**src/rtl/cmp_pkg.sv**
```systemverilog
// Shared compare-unit definitions: function codes, result codes, code encoder
// and the pipeline depth legality macro.
`ifndef CMP_PKG_SV
`define CMP_PKG_SV

// Legal pipeline depths are 1..4
`define CMP_PIPE_STAGES_OK(n) (((n) >= 1) && ((n) <= 4))

package cmp_pkg;

    localparam int unsigned FUNC_W = 3;
    localparam int unsigned CODE_W = 3;

    // ALU compare function codes
    localparam logic [FUNC_W-1:0] CMP_NOP  = 3'b000;
    localparam logic [FUNC_W-1:0] CMP_EQ   = 3'b001;
    localparam logic [FUNC_W-1:0] CMP_GT   = 3'b010;
    localparam logic [FUNC_W-1:0] CMP_LT   = 3'b011;
    localparam logic [FUNC_W-1:0] CMP_GE   = 3'b100;
    localparam logic [FUNC_W-1:0] CMP_LE   = 3'b101;
    localparam logic [FUNC_W-1:0] CMP_NE   = 3'b110;
    localparam logic [FUNC_W-1:0] CMP_CMP3 = 3'b111;

    // Result codes
    localparam logic [CODE_W-1:0] RES_NONE = 3'd0;
    localparam logic [CODE_W-1:0] RES_EQ   = 3'd1;
    localparam logic [CODE_W-1:0] RES_GT   = 3'd2;
    localparam logic [CODE_W-1:0] RES_LT   = 3'd3;
    localparam logic [CODE_W-1:0] RES_GE   = 3'd4;
    localparam logic [CODE_W-1:0] RES_LE   = 3'd5;
    localparam logic [CODE_W-1:0] RES_NE   = 3'd6;

    // Map a function and the three primitive relations onto a result code
    function automatic logic [CODE_W-1:0] cmp_code(
        input logic [FUNC_W-1:0] func,
        input logic              eq,
        input logic              gt,
        input logic              lt
    );
        logic [CODE_W-1:0] code;
        code = RES_NONE;
        case (func)
            CMP_EQ:   code = eq        ? RES_EQ : RES_NONE;
            CMP_GT:   code = gt        ? RES_GT : RES_NONE;
            CMP_LT:   code = lt        ? RES_LT : RES_NONE;
            CMP_GE:   code = (gt | eq) ? RES_GE : RES_NONE;
            CMP_LE:   code = (lt | eq) ? RES_LE : RES_NONE;
            CMP_NE:   code = !eq       ? RES_NE : RES_NONE;
            CMP_CMP3: code = eq ? RES_EQ : (gt ? RES_GT : RES_LT);
            default:  code = RES_NONE;
        endcase
        return code;
    endfunction

endpackage

`endif

```
**src/rtl/cmp_pipe_stage.sv**
```systemverilog
// One pipeline stage: valid flag plus payload, advancing on enable, sync reset.
module cmp_pipe_stage
    import cmp_pkg::*;
#(
    parameter int unsigned W = 3
) (
    input  logic         i_clk,
    input  logic         i_rst,
    input  logic         i_en,
    input  logic         i_valid,
    input  logic [W-1:0] i_data,
    output logic         o_valid,
    output logic [W-1:0] o_data
);

    logic         r_valid;
    logic [W-1:0] r_data;

    // Capture the upstream beat when the pipe advances; bubbles carry a zero payload
    always_ff @(posedge i_clk) begin
        if (i_rst) begin
            r_valid <= 1'b0;
            r_data  <= '0;
        end else if (i_en) begin
            r_valid <= i_valid;
            r_data  <= i_valid ? i_data : '0;
        end
    end

    assign o_valid = r_valid;
    assign o_data  = r_data;

endmodule

```
**src/rtl/cmp_pipe_unit.sv**
```systemverilog
// Pipelined relational compare unit with valid/ready handshake and running
// min/max statistics of operand A.
// Optional feature macro: CMP_STICKY_EN adds the STICKY_HIT output.
module cmp_pipe_unit
    import cmp_pkg::*;
#(
    parameter int unsigned DATA_WIDTH  = 16,
    parameter int unsigned OUT_WIDTH   = 3,
    parameter int unsigned PIPE_STAGES = 2
) (
    input  logic                  CLK,
    input  logic                  RST,
    input  logic [DATA_WIDTH-1:0] A,
    input  logic [DATA_WIDTH-1:0] B,
    input  logic [FUNC_W-1:0]     ALU_FUNC,
    input  logic                  SIGNED_MODE,
    input  logic                  IN_VALID,
    output logic                  IN_READY,
    input  logic                  OUT_READY,
    output logic [OUT_WIDTH-1:0]  CMP_OUT,
    output logic                  CMP_Flag,
    input  logic                  CLR_STATS,
    output logic [DATA_WIDTH-1:0] RUN_MIN,
    output logic [DATA_WIDTH-1:0] RUN_MAX,
    output logic                  STAT_VALID
`ifdef CMP_STICKY_EN
    ,
    output logic                  STICKY_HIT
`endif
);

    // Elaboration-time guard on the pipeline depth
    if (!`CMP_PIPE_STAGES_OK(PIPE_STAGES)) begin : g_bad_pipe_stages
        $error("cmp_pipe_unit: PIPE_STAGES must be within 1..4");
    end

    logic                                w_advance;
    logic                                w_accept;
    logic                                w_count;
    logic                                w_eq;
    logic                                w_lt;
    logic                                w_gt;
    logic [OUT_WIDTH-1:0]                w_code;
    logic [PIPE_STAGES:0]                w_vld;
    logic [PIPE_STAGES:0][OUT_WIDTH-1:0] w_pay;
    logic                                w_a_lt_min;
    logic                                w_a_gt_max;

    logic [DATA_WIDTH-1:0]               r_min;
    logic [DATA_WIDTH-1:0]               r_max;
    logic                                r_stat_valid;

    // Global stall: every stage moves only when the output slot is free or draining
    assign w_advance = !CMP_Flag || OUT_READY;
    assign IN_READY  = w_advance;
    assign w_accept  = IN_VALID && w_advance;
    assign w_count   = w_accept && (ALU_FUNC != CMP_NOP);

    // Primitive relations under the beat's signedness
    assign w_eq   = (A == B);
    assign w_lt   = SIGNED_MODE ? ($signed(A) < $signed(B)) : (A < B);
    assign w_gt   = !w_eq && !w_lt;
    assign w_code = OUT_WIDTH'(cmp_code(ALU_FUNC, w_eq, w_gt, w_lt));

    assign w_vld[0] = IN_VALID;
    assign w_pay[0] = w_code;

    // Stage 1 registers the compare result, later stages only delay it
    for (genvar g = 0; g < PIPE_STAGES; g++) begin : g_stage
        cmp_pipe_stage #(
            .W (OUT_WIDTH)
        ) u_stage (
            .i_clk   (CLK),
            .i_rst   (RST),
            .i_en    (w_advance),
            .i_valid (w_vld[g]),
            .i_data  (w_pay[g]),
            .o_valid (w_vld[g+1]),
            .o_data  (w_pay[g+1])
        );
    end

    assign CMP_Flag = w_vld[PIPE_STAGES];
    assign CMP_OUT  = w_pay[PIPE_STAGES];

    // Min/max relations of the incoming A against the running extremes
    assign w_a_lt_min = SIGNED_MODE ? ($signed(A) < $signed(r_min)) : (A < r_min);
    assign w_a_gt_max = SIGNED_MODE ? ($signed(A) > $signed(r_max)) : (A > r_max);

    // Running statistics: a clear coinciding with a counted beat reloads from that beat
    always_ff @(posedge CLK) begin
        if (RST) begin
            r_min        <= '0;
            r_max        <= '0;
            r_stat_valid <= 1'b0;
        end else if (w_count) begin
            if (CLR_STATS || !r_stat_valid) begin
                r_min        <= A;
                r_max        <= A;
                r_stat_valid <= 1'b1;
            end else begin
                if (w_a_lt_min) r_min <= A;
                if (w_a_gt_max) r_max <= A;
            end
        end else if (CLR_STATS) begin
            r_min        <= '0;
            r_max        <= '0;
            r_stat_valid <= 1'b0;
        end
    end

    assign RUN_MIN    = r_min;
    assign RUN_MAX    = r_max;
    assign STAT_VALID = r_stat_valid;

`ifdef CMP_STICKY_EN
    logic r_sticky;

    // Remember any non-zero result handed downstream; clear dominates a simultaneous set
    always_ff @(posedge CLK) begin
        if (RST || CLR_STATS) begin
            r_sticky <= 1'b0;
        end else if (CMP_Flag && OUT_READY && (CMP_OUT != '0)) begin
            r_sticky <= 1'b1;
        end
    end

    assign STICKY_HIT = r_sticky;
`endif

endmodule

```
**config.mk**
```make
export PLATFORM = sky130hd
export DESIGN_NAME = cmp_pipe_unit
export DESIGN_NICKNAME = d
export VERILOG_FILES = /design/src/rtl/cmp_pkg.sv /design/src/rtl/cmp_pipe_stage.sv /design/src/rtl/cmp_pipe_unit.sv
export SDC_FILE = /design/constraint.sdc
export NUM_CORES = 1
export LEC_CHECK = 0
export BUFFER_PORTS_ARGS = -buffer_cell sky130_fd_sc_hd__buf_2
export CORE_ASPECT_RATIO = 1.1
export CORE_MARGIN = 2
export CORE_UTILIZATION = 47
export CTS_CLUSTER_SIZE = 20
export DETAILED_ROUTE_END_ITERATION = 6
export PLACE_DENSITY = 0.78
export SYNTH_ARGS = -nofsm -noshare
export SYNTH_HDL_FRONTEND = slang
export SYNTH_HIERARCHICAL = 1
export SYNTH_SLANG_ARGS = --single-unit
```
**constraint.sdc**
```tcl
create_clock -name CLK -period 2.2 [get_ports CLK]
set_clock_uncertainty 0.05 [all_clocks]
set_input_delay 0.33 -clock CLK [delete_from_list [all_inputs] [get_ports CLK]]
set_output_delay 0.33 -clock CLK [all_outputs]
set_load 0.005 [all_outputs]
```
==> results of run 1 <==
-- placed cells by master, fill, tap and decap left out, types with 4 or more instances in the layout --
master / Yosys / routed
inv_2: 0 / 8
ha_1: 47 / 26
a21oi_1: 26 / 23
nand2_1: 7 / 7
buf_4: 0 / 49
a22o_1: 32 / 32
nand4_1: 9 / 9
nand3_1: 8 / 7
clkbuf_8: 0 / 7
nor2_1: 9 / 7
nand2b_1: 8 / 8
inv_1: 51 / 41
o211ai_1: 7 / 7
buf_2: 0 / 78
dfxtp_2: 0 / 22
buf_6: 2 / 6
ha_4: 0 / 21
nor2b_1: 4 / 4
dfxtp_1: 41 / 19
-- flip-flops by register name (all words and copies together), names as in the netlist --
register and cells:
RUN_MAX 16, RUN_MIN 16, g_stage.u_stage/o_data 6, g_stage.u_stage/o_valid 2
STAT_VALID 1
-- what timing repair did --
| action | CTS | global route |
|---|---|---|
| gates resized for setup | 16 | 49 |
| hold endpoints to repair | 0 | 0 |
| endpoints found under the setup margin | 16 | 33 |
| setup buffers | 3 | 6 |
| cloned | 1 | 1 |
| hold buffers | 0 | 0 |
| pin swaps | 21 | 12 |
-- report_power, final --
part	internal, W	switching, W
clock network	0.000284	0.000262
logic	0.000337	0.000342
registers	0.000787	0.0000298
total	0.00141	0.000634
-- logic make-up after synthesis --
kind of cell               share of synthesized area (%)
DFF                                                 30.4
and+or+nand+nor                                     11.8
muxes                                               1.16
adders and majority gates                           21.8
xor gates and xnor gates                           0.324
buffers and inverters                               8.34
AOI/OAI and AO/OA                                   26.2
-- through the flow --
stage          setup TNS (ps)  setup WS, ps
6_report                -1930          -149
5_1_grt                 -5700          -259
4_1_cts                  -635         -57.9
3_5_place_dp            -6550          -246
3_3_place_gp            -5250          -223
2_1_floorplan           -26.0         -14.2
-- path summary, 6_finish.rpt --
check | startpoint | to | slack (ps) | depth (start not counted)
hold / removal | A[0] | RUN_MAX[0] | 260 | 2
hold reg to reg | g_stage[1].u_stage/o_data[1] | g_stage[1].u_stage/o_data[1] | 420 | 2
setup reg to reg | RUN_MIN[6] | RUN_MIN[12] | -150 | 8
setup / recovery | RUN_MIN[6] | RUN_MIN[12] | -150 | 8
-- routing by layer --
metal	global-route usage, %	wire, microns	up-vias
met1	28.7	3560	1373
li1	-	-	1378
met2	43.3	4510	123
met3	4.87	466	30
met4	10.9	279	0
met5	0	0	-
-- layout make-up --
class                   count  share of cell area (%)
clock buffers               7                    2.34
repair buffers            133                    20.1
inverters                  51                    4.84
multi-input cells         204                    49.7
clock inverters             1                   0.122
flip-flops and latches     41                    20.6
well taps                  75                    2.28
-- worst max-delay path: stages (launching register included) --
cell,delay [ps]
dfxtp_2,340
inv_2,50
ha_4,270
o211ai_1,160
a211o_1,360
o21ai_2,180
xnor2_2,140
o311a_4,460
a22o_1,230
==> out/qor.yml, run 1 <==
yosysWarnings: 6
hold_viol: 0
synth_edf_count: 0
cts_tree: "built"
path_max_fanout: 8
crit_required_ps: 2330
finalSetupViolations: 19
violations: "setup timing"
io_buffers: 78
crit_type: "register to register"
fin_hold_ws_ps: 257
numCtsBuffers: 5
drive_above_1_share_pct: 49.2
rows: 28
p_leak_nw: 1.92
dieArea_sq_mm: 0.00637
dpl_cell_area_sq_mm: 0.00360
fin_crit_sh_pct: 107
root_buffer: "clkbuf_8"
routed_via_density: 5.67
status: "complete, but fails checks"
htreeDepth: 2
regArea_sq_um: 848
clk_path_buf_depth: 2
place_congestion: 0.906
wirelength_microns: 8810
utilization_pct: 75.2
antenna_cells: 0
max_clock_freq_mhz: 426
drtAntennaViolNets: 0
stdcell_count: 512
wire_per_inst_microns: 17.2
rsz0062_at_grt: "true"
synthTopCellsByArea: "dfxtp_1 30%, ha_1 22%, a22o_1 10%"
die_w_microns: 76.3
yosys_register_bits: 41
synth_seq_area_share_pct: 30.4
period_minus_slack_ps: 2350
ys_types: 42
synthesis.nets: 388
hold_class: "input pin to register"
dp.cells: 493
overflow: 0
syn-cell-area_sq_mm: 0.00270
startpoint_type: "register"
cts.reportedPaths.clkPinSlew_ps: 80
avgSynthCellArea_sq_um: 9.00
first_global_vias: 2784
synth_area_leader_cell: "dfxtp_1"
multi_input_area_sq_mm: 0.00204
grt_max_degree: 15
end_kind: "register"
dr.pass1.iters: 4
crit_arrival_ps: 2480
power.density_mw_per_mm2: 497
ys.flop_type: "dfxtp_1"
fin_total_pwr_w: 0.00204
n_fill_cell: 399
dp.final_hpwl_microns: 5870
finalInstanceArea_sq_mm: 0.00411
yosysMostFrequentCell: "inv_1"
clock_latency_ps: 300
core_area_sq_mm: 0.00547
grt_antenna_before_repair: 0
slew_headroom_pct: 65.5
cts_num_sinks: 41
ir_drop_v: 0.000359
drt_iter0_markers: 148
drv_cap: 0
tightest_slew_ps: 509
async_reset_ff_share_pct: 0
drc_errors: 0
start_util_pct: 49.4
die_y_microns: 83.5
netlist.area_leader.share_pct: 30.4
io-pin-count: 79
via_count: 2904
layout_setup_ws_ps: -149
grt_usage_pct: 24.6
area_growth_pct: 52.2
yosys-top-cells-count: "51 x inv_1, 47 x ha_1, 41 x dfxtp_1, 32 x a22o_1, 26 x a21oi_1"
syn-instance-count: 300
grt_pass1_wl_microns: 12600
nNetsFinal: 524
slew_violations: 0
Power figures use the tool's default switching activity.
==> run 2: changes to the inputs <==
Settings changed: MAX_ROUTING_LAYER set to met4.
==> run 2 against run 1 <==
The flow still finishes with violations (setup timing). Die area did not move. Fmax rose by 2.0%. Flip-flop and latch count did not move. Setup slack improved by 47 ps. Sequential power barely moved. Utilization fell by 0.60 points. Critical path depth did not move. Routed wire length fell by 4.4%. Power fell by 1.3%. Non-clock buffer count fell by 1. Hold slack got worse by 2.5 ps. Sequential share of layout area rose by 0.16 points. Critical endpoint is now RUN_MIN[2]. Largest cell class unchanged. Largest power group unchanged.
==> out/qor.yml, run 2 (same netlist as run 1, synthesis figures left out) <==
status: "complete, but fails checks"
violations: "setup timing"
wirelength_microns: 8420  # -4.4%
fin_crit_sh_pct: 105  # -2.1 points
io-pin-count: 79  # unchanged
mostFrequentLayoutCell: "buf_2"
cts.reportedPaths.clkPinSlew_ps: 80  # about the same
nNetsFinal: 523  # -0.19%
io_buffers: 78  # unchanged
startpoint_type: "register"
crit_arrival_ps: 2440  # -40 ps
antenna_cells: 0  # unchanged
grt_max_degree: 15  # unchanged
drive_above_1_share_pct: 47.9  # -1.3 points
clock_latency_ps: 290  # about the same
core_area_sq_mm: 0.00547  # unchanged
p_leak_nw: 1.91  # -0.45%
crit_type: "register to register"
tightest_slew_ps: 518  # +8.45 ps
place_congestion: 0.921  # +1.7%
drc_errors: 0  # unchanged
end_kind: "register"
timing.rr.start: "RUN_MIN[7]"
grt_pass1_wl_microns: 12700  # +0.11%
final_cell_mix: "78 x buf_2, 48 x buf_4, 44 x inv_1"
htreeDepth: 2  # unchanged
detailedPlace.worstSlack_ps: -246  # unchanged
first_global_vias: 2782  # -0.072%
startpoint: "RUN_MIN[7]"
dp.cells: 493  # unchanged
critPathCapture: "RUN_MIN[2]"
die_y_microns: 83.5  # unchanged
power.density_mw_per_mm2: 494  # -0.55%
start_util_pct: 49.4  # unchanged
clk_path_buf_depth: 2  # unchanged
dp.final_hpwl_microns: 5870  # unchanged
finalInstanceArea_sq_mm: 0.00408  # -0.79%
reg2reg_to: "RUN_MIN[2]"
drtAntennaViolNets: 0  # unchanged
path_max_fanout: 8  # unchanged
cts_tree: "built"
finalSetupViolations: 29  # +10
hold_viol: 0  # unchanged
drt_iter0_markers: 184  # +24%
layout_setup_ws_ps: -102  # +47.0 ps
crit_required_ps: 2330  # about the same
slew_headroom_pct: 64.9  # -0.57 points
dr.pass1.iters: 4  # unchanged
drv_cap: 0  # unchanged
root_buffer: "clkbuf_8"
period_minus_slack_ps: 2300  # -47.0 ps
cts_num_sinks: 41  # unchanged
grt_antenna_before_repair: 0  # unchanged
grt_usage_pct: 25.3  # +0.72 points
routed_via_density: 5.52  # -2.6%
ir_drop_v: 0.000356  # -0.71%
die_w_microns: 76.3  # unchanged
max_clock_freq_mhz: 434  # +2.0%
area_growth_pct: 51.0
dpl_cell_area_sq_mm: 0.00360  # unchanged
r2r_cells: 8  # unchanged
via_count: 2823  # -2.8%
worst-r2r-setup-slack_ps: -100  # +50 ps
stdcell_count: 511  # -0.20%
utilization_pct: 74.6  # -0.60 points
numCtsBuffers: 5  # unchanged
n_fill_cell: 407  # +2.0%
regArea_sq_um: 848  # unchanged
hold_class: "input pin to register"
wire_per_inst_microns: 16.5  # -4.2%
overflow: 0  # unchanged
multi_input_area_sq_mm: 0.00202  # -1.2%
dieArea_sq_mm: 0.00637  # unchanged
rows: 28  # unchanged
slew_violations: 0  # unchanged
rsz0062_at_grt: "true"
run 2: changes by cell type in the layout (fill, tap and decap cells not counted), sizes merged:
cell / change
buf: -1
run 2: how the worst min path moves through the flow:
stage,slack [ps],cells after the start,end,from
floorplan,350,1,STAT_VALID,RST
global placement,400,2,g_stage[1].u_stage/o_data[0],g_stage[1].u_stage/o_data[0]
detailed placement,410,2,g_stage[1].u_stage/o_data[1],g_stage[1].u_stage/o_data[1]
CTS,250,2,RUN_MAX[0],A[0]
global route,260,2,RUN_MIN[0],A[0]
finish,260,2,RUN_MAX[0],A[0]
run 2: critical path: stages (launching register included):
cell	delay (ps)
dfxtp_2	340
inv_2	50
ha_4	270
o211ai_1	130
a211o_1	340
o21ai_2	180
xnor2_2	130
o311a_4	460
a22o_1	240
run 2: metal layers:
layer	global-route usage [%]	up-vias	part of all wire (%)
met5	-	-	0
met4	10.9	0	2.7
met3	4.33	20	5.5
met2	43.3	104	51
met1	29.1	1310	40
li1	-	1389	-
run 2: where the power goes:
| part | internal (W) | total, W | switching (W) |
|---|---|---|---|
| clock network | 0.000284 | 0.000541 | 0.000257 |
| logic | 0.000329 | 0.000659 | 0.000330 |
| registers | 0.000787 | 0.000815 | 0.0000285 |
| total | 0.00140 | 0.00201 | 0.000616 |
run 2: layout make-up:
cell class                 count  area share [%]
clock buffer                   7            2.36
clock inverter                 1           0.123
inverter                      51            4.88
multi-input combinational    204            49.5
sequential                    41            20.8
tap                           75            2.30
timing repair buffer         132            20.1
run 2: what timing repair did:
item,in CTS,in global routing
pin swaps,21,9
hold buffers,0,0
setup endpoints to repair,16,33
gates resized for setup,16,43
buffers inserted,3,5
gates cloned,1,1
run 2: through the flow:
| step | setup TNS [ps] | power (W) | hold WS (ps) |
|---|---|---|---|
| after floorplan | -26.0 | 0.00112 | 349 |
| after global placement | -5250 | 0.00135 | 402 |
| after detailed placement | -6550 | 0.00137 | 408 |
| after CTS | -635 | 0.00194 | 251 |
| after global routing | -4800 | 0.00213 | 263 |
| final | -1160 | 0.00202 | 255 |
